===== src/rtl/t_ff_toggle_arbiter_if.sv =====
// Requester-side handshake bundle for the shared T flip-flop arbiter.
// The arbiter takes the slave view; requester logic takes the master view.
interface t_ff_toggle_arbiter_if #(
   parameter int NREQ  = 4,
   parameter int CNT_W = 4
);
   logic [NREQ-1:0]       req;
   logic [NREQ*CNT_W-1:0] cnt_in;
   logic [NREQ-1:0]       gnt;
   logic [NREQ-1:0]       done;

   modport master (
      output req,
      output cnt_in,
      input  gnt,
      input  done
   );

   modport slave (
      input  req,
      input  cnt_in,
      output gnt,
      output done
   );
endinterface


===== src/rtl/t_ff_toggle_arbiter.sv =====
// Round-robin arbiter that lends one external T flip-flop to NREQ requesters,
// pulses t for the granted count and tracks q with a shadow model.
module t_ff_toggle_arbiter #(
   parameter int NREQ  = 4,
   parameter int CNT_W = 4
) (
   input  logic                  clk,
   input  logic                  rst_n,
   t_ff_toggle_arbiter_if.slave  bus,
   output logic                  t,
   input  logic                  q_in,
   output logic                  q_exp,
   output logic                  err,
   output logic                  busy
);
   localparam int PTR_W = (NREQ > 1) ? $clog2(NREQ) : 1;

   typedef enum logic [1:0] {IDLE, TOGGLE, DONE} state_t;

   state_t             state_reg;
   logic [PTR_W-1:0]   ptr_reg;
   logic [PTR_W-1:0]   sel_reg;
   logic [PTR_W-1:0]   sel_next;
   logic [CNT_W-1:0]   remaining_reg;
   logic [NREQ-1:0]    gnt_reg;
   logic [NREQ-1:0]    done_reg;
   logic               t_reg;
   logic               q_exp_reg;
   logic               err_reg;
   logic               busy_reg;

   logic [CNT_W-1:0]   cnt_arr  [NREQ];
   logic [PTR_W-1:0]   cand_idx [NREQ];
   logic [NREQ-1:0]    cand_hit;

   // Candidate gi is the requester gi places above the pointer, wrapped modulo NREQ.
   for (genvar gi = 0; gi < NREQ; gi++) begin : g_cand
      logic [PTR_W:0] sum;
      assign sum          = {1'b0, ptr_reg} + (PTR_W+1)'(gi);
      assign cand_idx[gi] = (sum >= (PTR_W+1)'(NREQ)) ? PTR_W'(sum - (PTR_W+1)'(NREQ))
                                                      : PTR_W'(sum);
      assign cand_hit[gi] = bus.req[cand_idx[gi]];
      assign cnt_arr[gi]  = bus.cnt_in[gi*CNT_W +: CNT_W];
   end

   always_comb begin
      sel_next = ptr_reg;
      for (int k = NREQ - 1; k >= 0; k--) begin
         if (cand_hit[k]) sel_next = cand_idx[k];
      end
   end

   always_ff @(posedge clk or negedge rst_n) begin
      if (!rst_n) begin
         state_reg     <= IDLE;
         ptr_reg       <= '0;
         sel_reg       <= '0;
         remaining_reg <= '0;
         gnt_reg       <= '0;
         done_reg      <= '0;
         t_reg         <= 1'b0;
         q_exp_reg     <= 1'b0;
         err_reg       <= 1'b0;
         busy_reg      <= 1'b0;
      end else begin
         q_exp_reg <= q_exp_reg ^ t_reg;
         if (q_in != q_exp_reg) err_reg <= 1'b1;

         case (state_reg)
            IDLE: begin
               if (|bus.req) begin
                  sel_reg       <= sel_next;
                  gnt_reg       <= {{(NREQ-1){1'b0}}, 1'b1} << sel_next;
                  remaining_reg <= cnt_arr[sel_next];
                  busy_reg      <= 1'b1;
                  if (cnt_arr[sel_next] == '0) begin
                     t_reg     <= 1'b0;
                     state_reg <= DONE;
                  end else begin
                     t_reg     <= 1'b1;
                     state_reg <= TOGGLE;
                  end
               end
            end
            TOGGLE: begin
               remaining_reg <= remaining_reg - CNT_W'(1);
               if (remaining_reg == CNT_W'(1)) begin
                  t_reg     <= 1'b0;
                  state_reg <= DONE;
               end
            end
            DONE: begin
               // First edge in DONE raises the pulse, the next one retires the grant.
               if (done_reg == '0) begin
                  done_reg <= gnt_reg;
               end else begin
                  done_reg  <= '0;
                  gnt_reg   <= '0;
                  busy_reg  <= 1'b0;
                  ptr_reg   <= (sel_reg == PTR_W'(NREQ - 1)) ? '0 : sel_reg + PTR_W'(1);
                  state_reg <= IDLE;
               end
            end
            default: state_reg <= IDLE;
         endcase
      end
   end

   assign bus.gnt  = gnt_reg;
   assign bus.done = done_reg;
   assign t        = t_reg;
   assign q_exp    = q_exp_reg;
   assign err      = err_reg;
   assign busy     = busy_reg;
endmodule

===== src/flat_wrapper.sv =====
// flat-port wrapper written by rule: the top's interface ports become plain ports
module t_ff_toggle_arbiter_flat 
#(
   parameter int NREQ  = 4,
   parameter int CNT_W = 4
)
  (clk, rst_n, t, q_in, q_exp, err, busy, bus_req, bus_cnt_in, bus_gnt, bus_done);
  t_ff_toggle_arbiter_if #(.NREQ(NREQ), .CNT_W(CNT_W)) bus_i ();
  input  logic clk;
  input  logic rst_n;
  output logic t;
  input  logic q_in;
  output logic q_exp;
  output logic err;
  output logic busy;
  input wire logic [$bits(bus_i.req)-1:0] bus_req;
  input wire logic [$bits(bus_i.cnt_in)-1:0] bus_cnt_in;
  output wire logic [$bits(bus_i.gnt)-1:0] bus_gnt;
  output wire logic [$bits(bus_i.done)-1:0] bus_done;
  assign bus_i.req = bus_req;
  assign bus_i.cnt_in = bus_cnt_in;
  assign bus_gnt = bus_i.gnt;
  assign bus_done = bus_i.done;
  t_ff_toggle_arbiter #(.NREQ(NREQ), .CNT_W(CNT_W)) u_core (.clk(clk), .rst_n(rst_n), .bus(bus_i), .t(t), .q_in(q_in), .q_exp(q_exp), .err(err), .busy(busy));
endmodule

===== config.mk =====
export PLATFORM = sky130hd
export DESIGN_NAME = t_ff_toggle_arbiter_flat
export DESIGN_NICKNAME = d
export VERILOG_FILES = /design/src/rtl/t_ff_toggle_arbiter_if.sv /design/src/rtl/t_ff_toggle_arbiter.sv /design/src/flat_wrapper.sv
export SDC_FILE = /design/constraint.sdc
export NUM_CORES = 1
export LEC_CHECK = 0
export CAP_MARGIN = 10
export CORE_UTILIZATION = 40
export CTS_CLUSTER_DIAMETER = 120
export DETAILED_ROUTE_END_ITERATION = 7
export PLACE_DENSITY = 0.74
export SLEW_MARGIN = 20
export SYNTH_ARGS = -nofsm -noshare
export SYNTH_HDL_FRONTEND = slang
export SYNTH_SLANG_ARGS = --single-unit

===== constraint.sdc =====
create_clock -name clk -period 2.73 [get_ports clk]
set_input_delay 0.273 -clock clk [delete_from_list [all_inputs] [get_ports clk]]
set_output_delay 0.273 -clock clk [all_outputs]
set_load 0.02 [all_outputs]

==> impl_results.md, run 1 <==
* Status: finished, violations left
* Failing checks: DRC
* Total Power at between 1.5 and 2 mW
* Setup crit end kind: flop
* Min Tclk post-route at 2270 ps
* Drt via density at roughly 5.7
* Area growth syn-to-layout at 33.5%
* First-pass detailed-route iteration total at 8
* Top cell type's share of synthesized area at between 40% and 50%
* # IOs at 35
* Worst Clk Skew at around 2.5 ps
* Sequential element share of the synthesized area at 46.0%
* Fraction of layout cells with a size suffix above 1 at under 10%
* RSZ-0062 raised after global routing: no
* PortBufs at 34
* CTS tree: yes
* Post-Syn Nets at 142
* Total GRT Usage at a little under a fifth
* Syn Inst Count at around 120
* VDD IR max at 0.576 mV
* Fin. Hold Viols at 0
* Yosys Warn Count at 0
* Leak pwr at 0.695 nW
* Antenna diodes at 0
* Final antenna-violating net count at 0
* Pwr Density at between 1000 and 1500 mW/mm2
* Arrival time at the worst endpoint at 2470 ps
* Syn_area_per_cell at roughly 10 um2
* Core area at 0.00281 mm2
* Worst EP required at 2930 ps
* Fin Hold WS at around 460 ps
* Global-route wire length before repair at ~4800 um
* Slew Limit Fails at 0
* Slowest cell on crit path: clkdlybuf4s50_1
* Setup violators final at 0
* CP delay by family, top: simple AND/OR/NAND/NOR gates
* TNS Setup at 0 ps
* Gpl congestion at 0.881
* Pin count of the biggest net entering global routing at 23
* Nets at 180
* Clk sinks at 22
* Std-Cell Rows at 19
* Leading area contributor after synthesis: dfrtp_1
* GRT Residual Overflow at 0
* Reg2reg start: u_core.ptr_reg[1]$_DFFE_PN0P_
* Slew HR at ~62%
* Worst path bufs/invs at 1
* Post-cts sizing count at 0
* DRC at 4
* CP Max Fanout at 13
* Vias in the first global route at around 1100
* Worst-path clk slew at about 120 ps
* Starting DRT DRC Count at 36
* Die Ht at 56.7 um
* Max-Cap Viols at 0
* Worst-Skew Late Latency at 300 ps
* Startpoint Class: primary input
* Synth top area cells: dfrtp_1, mux2i_1, a22o_1
* Slew @ Worst Pin at roughly 560 ps
* CP max stage delay at 480 ps
* Flops & latches, synth at 22
* Initial antenna violation count at 0
* Root Buffer: clkbuf_4
* FF-to-FF End: u_core.state_reg[1]$_DFFE_PN0P_
* H-Tree Depth at 1
* Routed wire length at around 2700 um
* CP cell instances: clkdlybuf4s50_1, nor2b_1, o21ai_0, nand3_2, mux2i_1, mux2_4, and4_4, a221o_1
* HP Class: primary input to async pin
* Synth cell types at 34
* CTS Buffer Depth at 2
* Reg2reg setup slack at 470 ps
* FMAX at around 0.44 GHz
* TritonCTS Buffers at 3
* WL per Instance at around 15 um
* Die area at 0.00321 mm2
* Final HPWL DP at about 2200 um
* Initial Util at 42.6%
* Die span in x at roughly 57 um
* Via count at about 1100
* Worst r2r path cells at 7
* Post-Syn Area at between 0.001 and 0.0015 mm2
* Post-route clock period utilization at between 80 and 90%
* Setup CP Type: primary input to flop
## cell families (layout without fill, tap and decap cells)
kind of cell | after synthesis | count (layout) | share of synthesized area [%]
DFF | 22 | 22 | 46.0
buffers and inverters | 9 | 46 | 4.18
adders and majority gates | 3 | 3 | 3.14
AOI/OAI and AO/OA | 33 | 33 | 19.6
muxes | 12 | 12 | 10.8
xor gates and xnor gates | 2 | 2 | 1.46
and+or+nand+nor | 35 | 35 | 14.9
## routing by layer
metal | track usage, % | vias up | wire length [um]
li1 | - | 502 | -
met3 | 4.15 | 4 | 142
met4 | 5.71 | 0 | 27
met2 | 35.2 | 38 | 1460
met1 | 21.9 | 511 | 1090
met5 | 0 | - | 0
## synth_stat cells, drive strengths merged
master,count
a21o,2
mux2,4
mux2i,8
xnor2,1
a22o,5
and4,1
o22ai,2
nor2,8
a221o,2
nand2,11
nor3,2
nor4,1
o221ai,2
o21ai,8
dfrtp,22
nor3b,1
nor2b,4
o31ai,2
a32o,1
a211oi,1
ha,3
a21oi,5
xor2,1
or3,1
o211a,1
a211o,2
nand2b,4
nand3,2
buf,1
clkbuf,2
inv,6
## worst reg2reg max path, stage by stage, from the launching register on
cell and delay (ps):
dfrtp_1 440, nand2b_1 180, a211o_1 320, nand3_2 280, mux2i_1 160, mux2_4 300
and4_4 190, a221o_1 300
## per-stage QoR
stage	std cells	area, um2	setup slack [ps]	util [%]
after floorplan	116	1200	696	-
after global placement	179	1560	249	55.4
after detailed placement	179	1560	151	55.4
after CTS	183	1590	464	56.7
after global routing	184	1600	340	56.9
final	184	1600	459	56.9
## repair_timing
item / CTS / global route
setup endpoints to repair: 0 / 0
hold endpoints to repair: 0 / 22
hold buffers: 0 / 1
setup buffers: 0 / 0
## layout make-up
cell class	instances	area, um2
fillers	256	1210
multi-input cells	85	596
flip-flops and latches	22	551
repair buffers	36	353
well taps	31	38.8
clock buffers	4	36.3
inverters	6	22.5
## report_power, final
group          switching, mW  internal [mW]
clock network         0.0955         0.0814
registers              0.117          0.460
logic                  0.455          0.418
total                  0.667          0.959
## worst max path at each step
stage                                        from                              end  slack, ps  depth (start not counted)
floorplan           u_core.ptr_reg[1]$_DFFE_PN0P_  u_core.state_reg[1]$_DFFE_PN0P_        700                          8
global route                           bus_req[2]  u_core.state_reg[1]$_DFFE_PN0P_        340                          8
global placement                       bus_req[2]  u_core.state_reg[1]$_DFFE_PN0P_        250                          8
finish                                 bus_req[2]  u_core.state_reg[1]$_DFFE_PN0P_        460                          8
detailed placement                     bus_req[2]  u_core.state_reg[1]$_DFFE_PN0P_        150                          8
CTS                 u_core.ptr_reg[1]$_DFFE_PN0P_  u_core.state_reg[1]$_DFFE_PN0P_        460                          7
## layout by cell type (no fill, tap or decap), types with 2 or more instances in the layout
cell / n
nor2b_1: 4
o221ai_1: 2
ha_1: 3
inv_1: 6
nor2_1: 8
o31ai_1: 2
o22ai_1: 2
o21ai_0: 7
mux2i_1: 8
a21oi_1: 5
mux2_2: 3
dfrtp_1: 22
a21o_1: 2
clkbuf_4: 3
a221o_1: 2
a22o_1: 5
a211o_1: 2
nand2_1: 11
nand2b_1: 4
nor3_1: 2
clkdlybuf4s50_1: 33
No activity file was read; power rests on OpenSTA's default activity.
==> inputs of run 2 (changes only) <==
--- a/config.mk
+++ b/config.mk
@@ -9,7 +9,7 @@
 export CORE_UTILIZATION = 40
 export CTS_CLUSTER_DIAMETER = 120
 export DETAILED_ROUTE_END_ITERATION = 7
-export PLACE_DENSITY = 0.74
+export PLACE_DENSITY = 0.77
 export SLEW_MARGIN = 20
 export SYNTH_ARGS = -nofsm -noshare
 export SYNTH_HDL_FRONTEND = slang
==> constraint.sdc (replaced) <==
create_clock -name clk -period 2 [get_ports clk]
set_input_delay 0.2 -clock clk [delete_from_list [all_inputs] [get_ports clk]]
set_output_delay 0.2 -clock clk [all_outputs]
set_load 0.02 [all_outputs]
==> run 2 against run 1 <==
  * The run ends with DRC, setup timing left
  * Sequential share of layout area down 3.8 points
  * Clock power up 90%
  * Worst hold slack worse by 240 ps
  * Critical path type is now flop to flop
  * Largest power group unchanged
==> impl_results.md, run 2 (synthesized netlist as in run 1, its figures left out) <==
* Status: finished, violations left
* Failing checks: DRC, setup timing
* Area growth syn-to-layout at 49.9%
* Die area at 0.00321 mm2 (unchanged)
* Drt via density at 5.61 (-2.2%)
* Leak pwr at 0.817 nW (+18%)
* Setup violators final at 2 (+2)
* Core area at 0.00281 mm2 (unchanged)
* CTS Buffer Depth at 2 (unchanged)
* Global-route wire length before repair at 4690 um (-1.6%)
* Placement Cell Area at 0.00168 mm2 (+8.2%)
* Die Ht at 56.7 um (unchanged)
* Routed length on met2 at 1480 um (+1.7%)
* Final WS setup at -51.3 ps (-510 ps)
* Worst Clk Skew at 2.26 ps (-0.214 ps)
* Reg2reg setup slack at -50 ps (-520 ps)
* Clk sinks at 22 (unchanged)
* Worst EP required at 2200 ps (-730 ps)
* Total GRT Usage at 18.9% (-0.18 points)
* Worst slack, placed at -406 ps (-557 ps)
* Worst-path clk slew at 120 ps (about the same)
* Vias in the first global route at 1134 (+2.8%)
* Initial antenna violation count at 0 (unchanged)
* TritonCTS Buffers at 3 (unchanged)
* Gpl congestion at 0.805 (-8.7%)
* Cells after DPL at 195 (+8.9%)
* CP max stage delay at 430 ps (-50 ps)
* Most frequent cells in the layout: clkdlybuf4s50_1, dfrtp_1, buf_4, nand2_1
* CTS tree: yes
* Routed wire length at 2820 um (+3.8%)
* Met1 Wirelength at 1130 um (+4.3%)
* Commonest non-fill, non-tap cell in the layout: clkdlybuf4s50_1
* Slew @ Worst Pin at 564 ps (+3.85 ps)
* Worst-Skew Late Latency at 310 ps (about the same)
* Die span in x at 56.7 um (unchanged)
* H-Tree Depth at 1 (unchanged)
* Setup CP Type: flop to flop
* Final Instance Count excl. Fillers at 202 (+9.8%)
* Fillers at 244 (-4.7%)
* TNS Setup at -64.7 ps (-64.7 ps)
* # hold bufs at CTS at 0 (unchanged)
* Setup crit end kind: flop
* Slew HR at 62.1% (-0.38 points)
* Via count at 1133 (+7.4%)
* FMAX at ~0.5 GHz
* PortBufs at 34 (unchanged)
* Slew Limit Fails at 0 (unchanged)
* Startpoint Class: flop
* WL per Instance at 13.9 um (-5.5%)
* Final core utilization at 63.9% (+7.0 points)
* DRC at 6 (+2)
* RSZ-0062 raised after global routing: yes
* Met3 Wirelength at 153 um (+7.7%)
* Root Buffer: clkbuf_4
* Nets at 198 (+10%)
* CP cell instances: nand2b_4, a211o_4, nand3_4, mux2i_1, mux2_2, and4_4, a221o_1
* HP Class: primary input to async pin
* GRT Residual Overflow at 0 (unchanged)
* Std-Cell Rows at 19 (unchanged)
* Final antenna-violating net count at 0 (unchanged)
* Initial Util at 42.6% (unchanged)
* Fin. Hold Viols at 0 (unchanged)
* Slowest cell on crit path: dfrtp_1
* Min Tclk post-route at between 2000 and 2500 ps
* Pin count of the biggest net entering global routing at 23 (unchanged)
* Pwr Density at 1420 mW/mm2 (+39%)
* Final HPWL DP at 2230 um (+3.3%)
* CP Max Fanout at 5 (-8)
* # IOs at 35 (unchanged)
* DR top layer: met4
* VDD IR max at 0.721 mV (+25%)
* Fin area at 0.00179 mm2 (+12%)
* Arrival time at the worst endpoint at 2250 ps (-220 ps)
* Post-route clock period utilization at 103%
* Starting DRT DRC Count at 37 (+2.8%)
* CP delay by family, top: compound AO/OA/AOI/OAI gates
* Antenna diodes at 0 (unchanged)
* Fraction of layout cells with a size suffix above 1 at 19.3% (+11 points)
* Worst path bufs/invs at 0 (-1)
* First-pass detailed-route iteration total at 6 (-2)
* Max-Cap Viols at 0 (unchanged)
run 2: repair_timing:
item	in CTS	in global routing
endpoints found under the setup margin	2	4
buffers inserted	2	0
pin swaps	0	3
gates resized for setup	2	6
cloned	0	1
endpoints found under the hold margin	0	0
run 2: area by class of cell:
cell class	count	area (um2)	share of cell area, %
repair buffers	53	484	27.0
clock buffers	3	22.5	1.26
multi-input cells	86	644	35.9
clock inverters	1	30.0	1.67
well taps	31	38.8	2.16
flip-flops and latches	22	551	30.7
inverters	6	22.5	1.26
run 2: where the power goes:
group / switching [mW] / internal, mW / leakage, nW
combinational: 0.672 / 0.741 / 0.519
sequential: 0.161 / 0.628 / 0.270
clock: 0.133 / 0.203 / 0.0279
run 2: through the flow:
step	power (mW)	hold slack, ps
final	2.54	216
after global placement	2.07	451
after global routing	2.71	228
after floorplan	1.60	-95.6
after detailed placement	2.13	457
after CTS	2.50	215
run 2: worst paths after layout:
path,start,endpoint,cells past startpoint
setup / recovery,u_core.ptr_reg[1]$_DFFE_PN0P_,u_core.state_reg[1]$_DFFE_PN0P_,7
hold / removal,rst_n,u_core.bus.done[3]$_DFFE_PN0P_,2
setup reg to reg,u_core.ptr_reg[1]$_DFFE_PN0P_,u_core.state_reg[1]$_DFFE_PN0P_,7
hold reg to reg,u_core.err$_DFFE_PN0P_,u_core.err$_DFFE_PN0P_,1
max in group asynchronous,rst_n,u_core.ptr_reg[0]$_DFFE_PN0P_,2
min in group clk,u_core.err$_DFFE_PN0P_,u_core.err$_DFFE_PN0P_,1
run 2: layer usage:
layer | up-vias | global-route usage, %
met2 | 43 | 36.1
met1 | 547 | 20.8
met4 | 0 | 7.50
met3 | 5 | 2.76
li1 | 538 | -
met5 | - | 0
==> inputs of run 3 (changes only) <==
--- a/config.mk
+++ b/config.mk
@@ -5,11 +5,12 @@
 export SDC_FILE = /design/constraint.sdc
 export NUM_CORES = 1
 export LEC_CHECK = 0
+export ABC_AREA = 0
 export CAP_MARGIN = 10
-export CORE_UTILIZATION = 40
+export CORE_UTILIZATION = 39
 export CTS_CLUSTER_DIAMETER = 120
 export DETAILED_ROUTE_END_ITERATION = 7
-export PLACE_DENSITY = 0.77
+export PLACE_DENSITY = 0.76
 export SLEW_MARGIN = 20
 export SYNTH_ARGS = -nofsm -noshare
 export SYNTH_HDL_FRONTEND = slang
==> run 3 against run 2 <==
  * The flow still finishes with violations (DRC, setup timing)
  * Core utilization rose by 0.082 points
  * Die area rose by 2.5%
  * Routed wire length up 3.6%
  * Highest routed layer unchanged
  * First-iteration DRC count fell by 27%
  * Sequential share of layout area shrank 0.30 points
  * Sequential cell count stayed put
  * Critical endpoint unchanged
  * Combinational power barely moved
  * Register-to-register slack better by 30 ps
  * Global-route usage is 0.15 points higher
  * Sequential power hardly changed
==> impl_results.md, run 3 (synthesized netlist as in run 1, its figures left out) <==
* CTS tree: yes
* CTS Buffer Depth at 2 (unchanged)
* Final HPWL DP at 2270 um (+1.8%)
* CP cell instances: nand2b_4, a211o_4, nand3_4, mux2i_1, mux2_4, and4_4, a221o_1
* CP Max Fanout at 5 (unchanged)
* GRT Residual Overflow at 0 (unchanged)
* Final Instance Count excl. Fillers at 203 (+0.50%)
* Min Tclk post-route at 2020 ps (-30.6 ps)
* Initial Util at 42.3% (-0.36 points)
* Slowest cell on crit path: dfrtp_1
* Failing checks: DRC, setup timing
* Most frequent cells in the layout: clkdlybuf4s50_1, dfrtp_1, buf_4, nand2_1
* CP delay by family, top: compound AO/OA/AOI/OAI gates
* First-pass detailed-route iteration total at 6 (unchanged)
* Die span in x at 57.4 um (+1.2%)
* Die Ht at 57.4 um (+1.2%)
* Initial antenna violation count at 0 (unchanged)
* TNS Setup at -20.7 ps (+44.0 ps)
* WL per Instance at 14.4 um (+3.1%)
* Pwr Density at 1420 mW/mm2 (+0.53%)
* Clk sinks at 22 (unchanged)
* Fin area at 0.00181 mm2 (+0.98%)
* Vias in the first global route at 1149 (+1.3%)
* Area growth syn-to-layout at 51.4%
* TritonCTS Buffers at 3 (unchanged)
* PortBufs at 34 (unchanged)
* Max-Cap Viols at 0 (unchanged)
* Final WS setup at -20.7 ps (+30.6 ps)
* Slew @ Worst Pin at 494 ps (-70.2 ps)
* Commonest non-fill, non-tap cell in the layout: clkdlybuf4s50_1
* HP Class: primary input to async pin
* Leak pwr at 0.819 nW (+0.32%)
* Post-route clock period utilization at 101% (-1.5 points)
* Worst slack, placed at -381 ps (+24.8 ps)
* Std-Cell Rows at 19 (unchanged)
* Fin. Hold Viols at 0 (unchanged)
* Pin count of the biggest net entering global routing at 23 (unchanged)
* Worst path bufs/invs at 0 (unchanged)
* Via count at 1123 (-0.88%)
* DRC at 3 (-3)
* RSZ-0062 raised after global routing: yes
* Starting DRT DRC Count at 27 (-27%)
* Nets at 199 (+0.51%)
* Setup violators final at 1 (-1)
* Setup crit end kind: flop
* Slew Limit Fails at 0 (unchanged)
* FMAX at 0.495 GHz (+1.5%)
* Antenna diodes at 0 (unchanged)
* Routed wire length at 2920 um (+3.6%)
* Worst Clk Skew at 20.5 ps (+18.3 ps)
* Placement Cell Area at 0.00168 mm2 (-0.45%)
* Global-route wire length before repair at 4910 um (+4.7%)
* Root Buffer: clkbuf_4
* Final antenna-violating net count at 0 (unchanged)
* # IOs at 35 (unchanged)
* VDD IR max at 0.742 mV (+2.9%)
* Total Power at 2.58 mW (+1.5%)
* Startpoint Class: flop
* Cells after DPL at 194 (-0.51%)
* CP max stage delay at 450 ps (+20 ps)
* Drt via density at 5.53 (-1.4%)
* Worst EP required at 2230 ps (+30 ps)
* Gpl congestion at 0.864 (+7.3%)
* Worst-Skew Late Latency at 320 ps (about the same)
* Slew HR at 66.8% (+4.7 points)
* Total GRT Usage at 19.1% (+0.15 points)
* Setup CP Type: flop to flop
* Final core utilization at 64.0% (+0.082 points)
* Arrival time at the worst endpoint at 2250 ps (about the same)
* H-Tree Depth at 1 (unchanged)
* Fraction of layout cells with a size suffix above 1 at 20.9% (+1.6 points)
* Die area at 0.00329 mm2 (+2.5%)
* Fin Hold WS at 201 ps (-14.6 ps)
* Worst-path clk slew at 140 ps (+20 ps)
* Status: finished, violations left
* Core area at 0.00283 mm2 (+0.85%)
## run 3: routing by layer
layer / track usage, % / share of wire [%]
met1: 21.6 / 41
met2: 35.4 / 52
met3: 3.17 / 4.7
met4: 7.67 / 1.6
met5: 0 / 0
## run 3: timing repair
item,CTS,global route
pin swaps,2,2
resized for setup,3,8
endpoints found under the setup margin,2,4
setup buffers,2,2
hold buffers,0,0
gates cloned,1,0
## run 3: worst paths after layout
check,start,cells after the start,slack (ps),to
max,u_core.ptr_reg[1]$_DFFE_PN0P_,7,-20,u_core.state_reg[1]$_DFFE_PN0P_
min,rst_n,2,200,u_core.bus.done[1]$_DFFE_PN0P_
max reg2reg,u_core.ptr_reg[1]$_DFFE_PN0P_,7,-20,u_core.state_reg[1]$_DFFE_PN0P_
min reg2reg,u_core.err$_DFFE_PN0P_,1,480,u_core.err$_DFFE_PN0P_
max in group asynchronous,rst_n,2,1560,u_core.bus.gnt[2]$_DFFE_PN0P_
min in group clk,u_core.err$_DFFE_PN0P_,1,480,u_core.err$_DFFE_PN0P_
## run 3: power by group
part / total [mW] / internal [mW] / switching [mW]
clock: 0.345 / 0.203 / 0.142
sequential: 0.790 / 0.628 / 0.162
combinational: 1.44 / 0.766 / 0.674
total: 2.58 / 1.60 / 0.978
## run 3: worst register-to-register path, delay by kind of cell, from the launching register on
family	cells	cell delay [ps]
compound gates	2	650
flops	1	450
mux	2	370
simple gates	3	470
## run 3: cell type report
type | count | area [um2]
repair buffers | 54 | 488
inverters | 6 | 22.5
clock buffers | 3 | 22.5
well taps | 31 | 38.8
clock inverters | 1 | 30.0
flip-flops and latches | 22 | 551
fillers | 243 | 1020
multi-input cells | 86 | 658
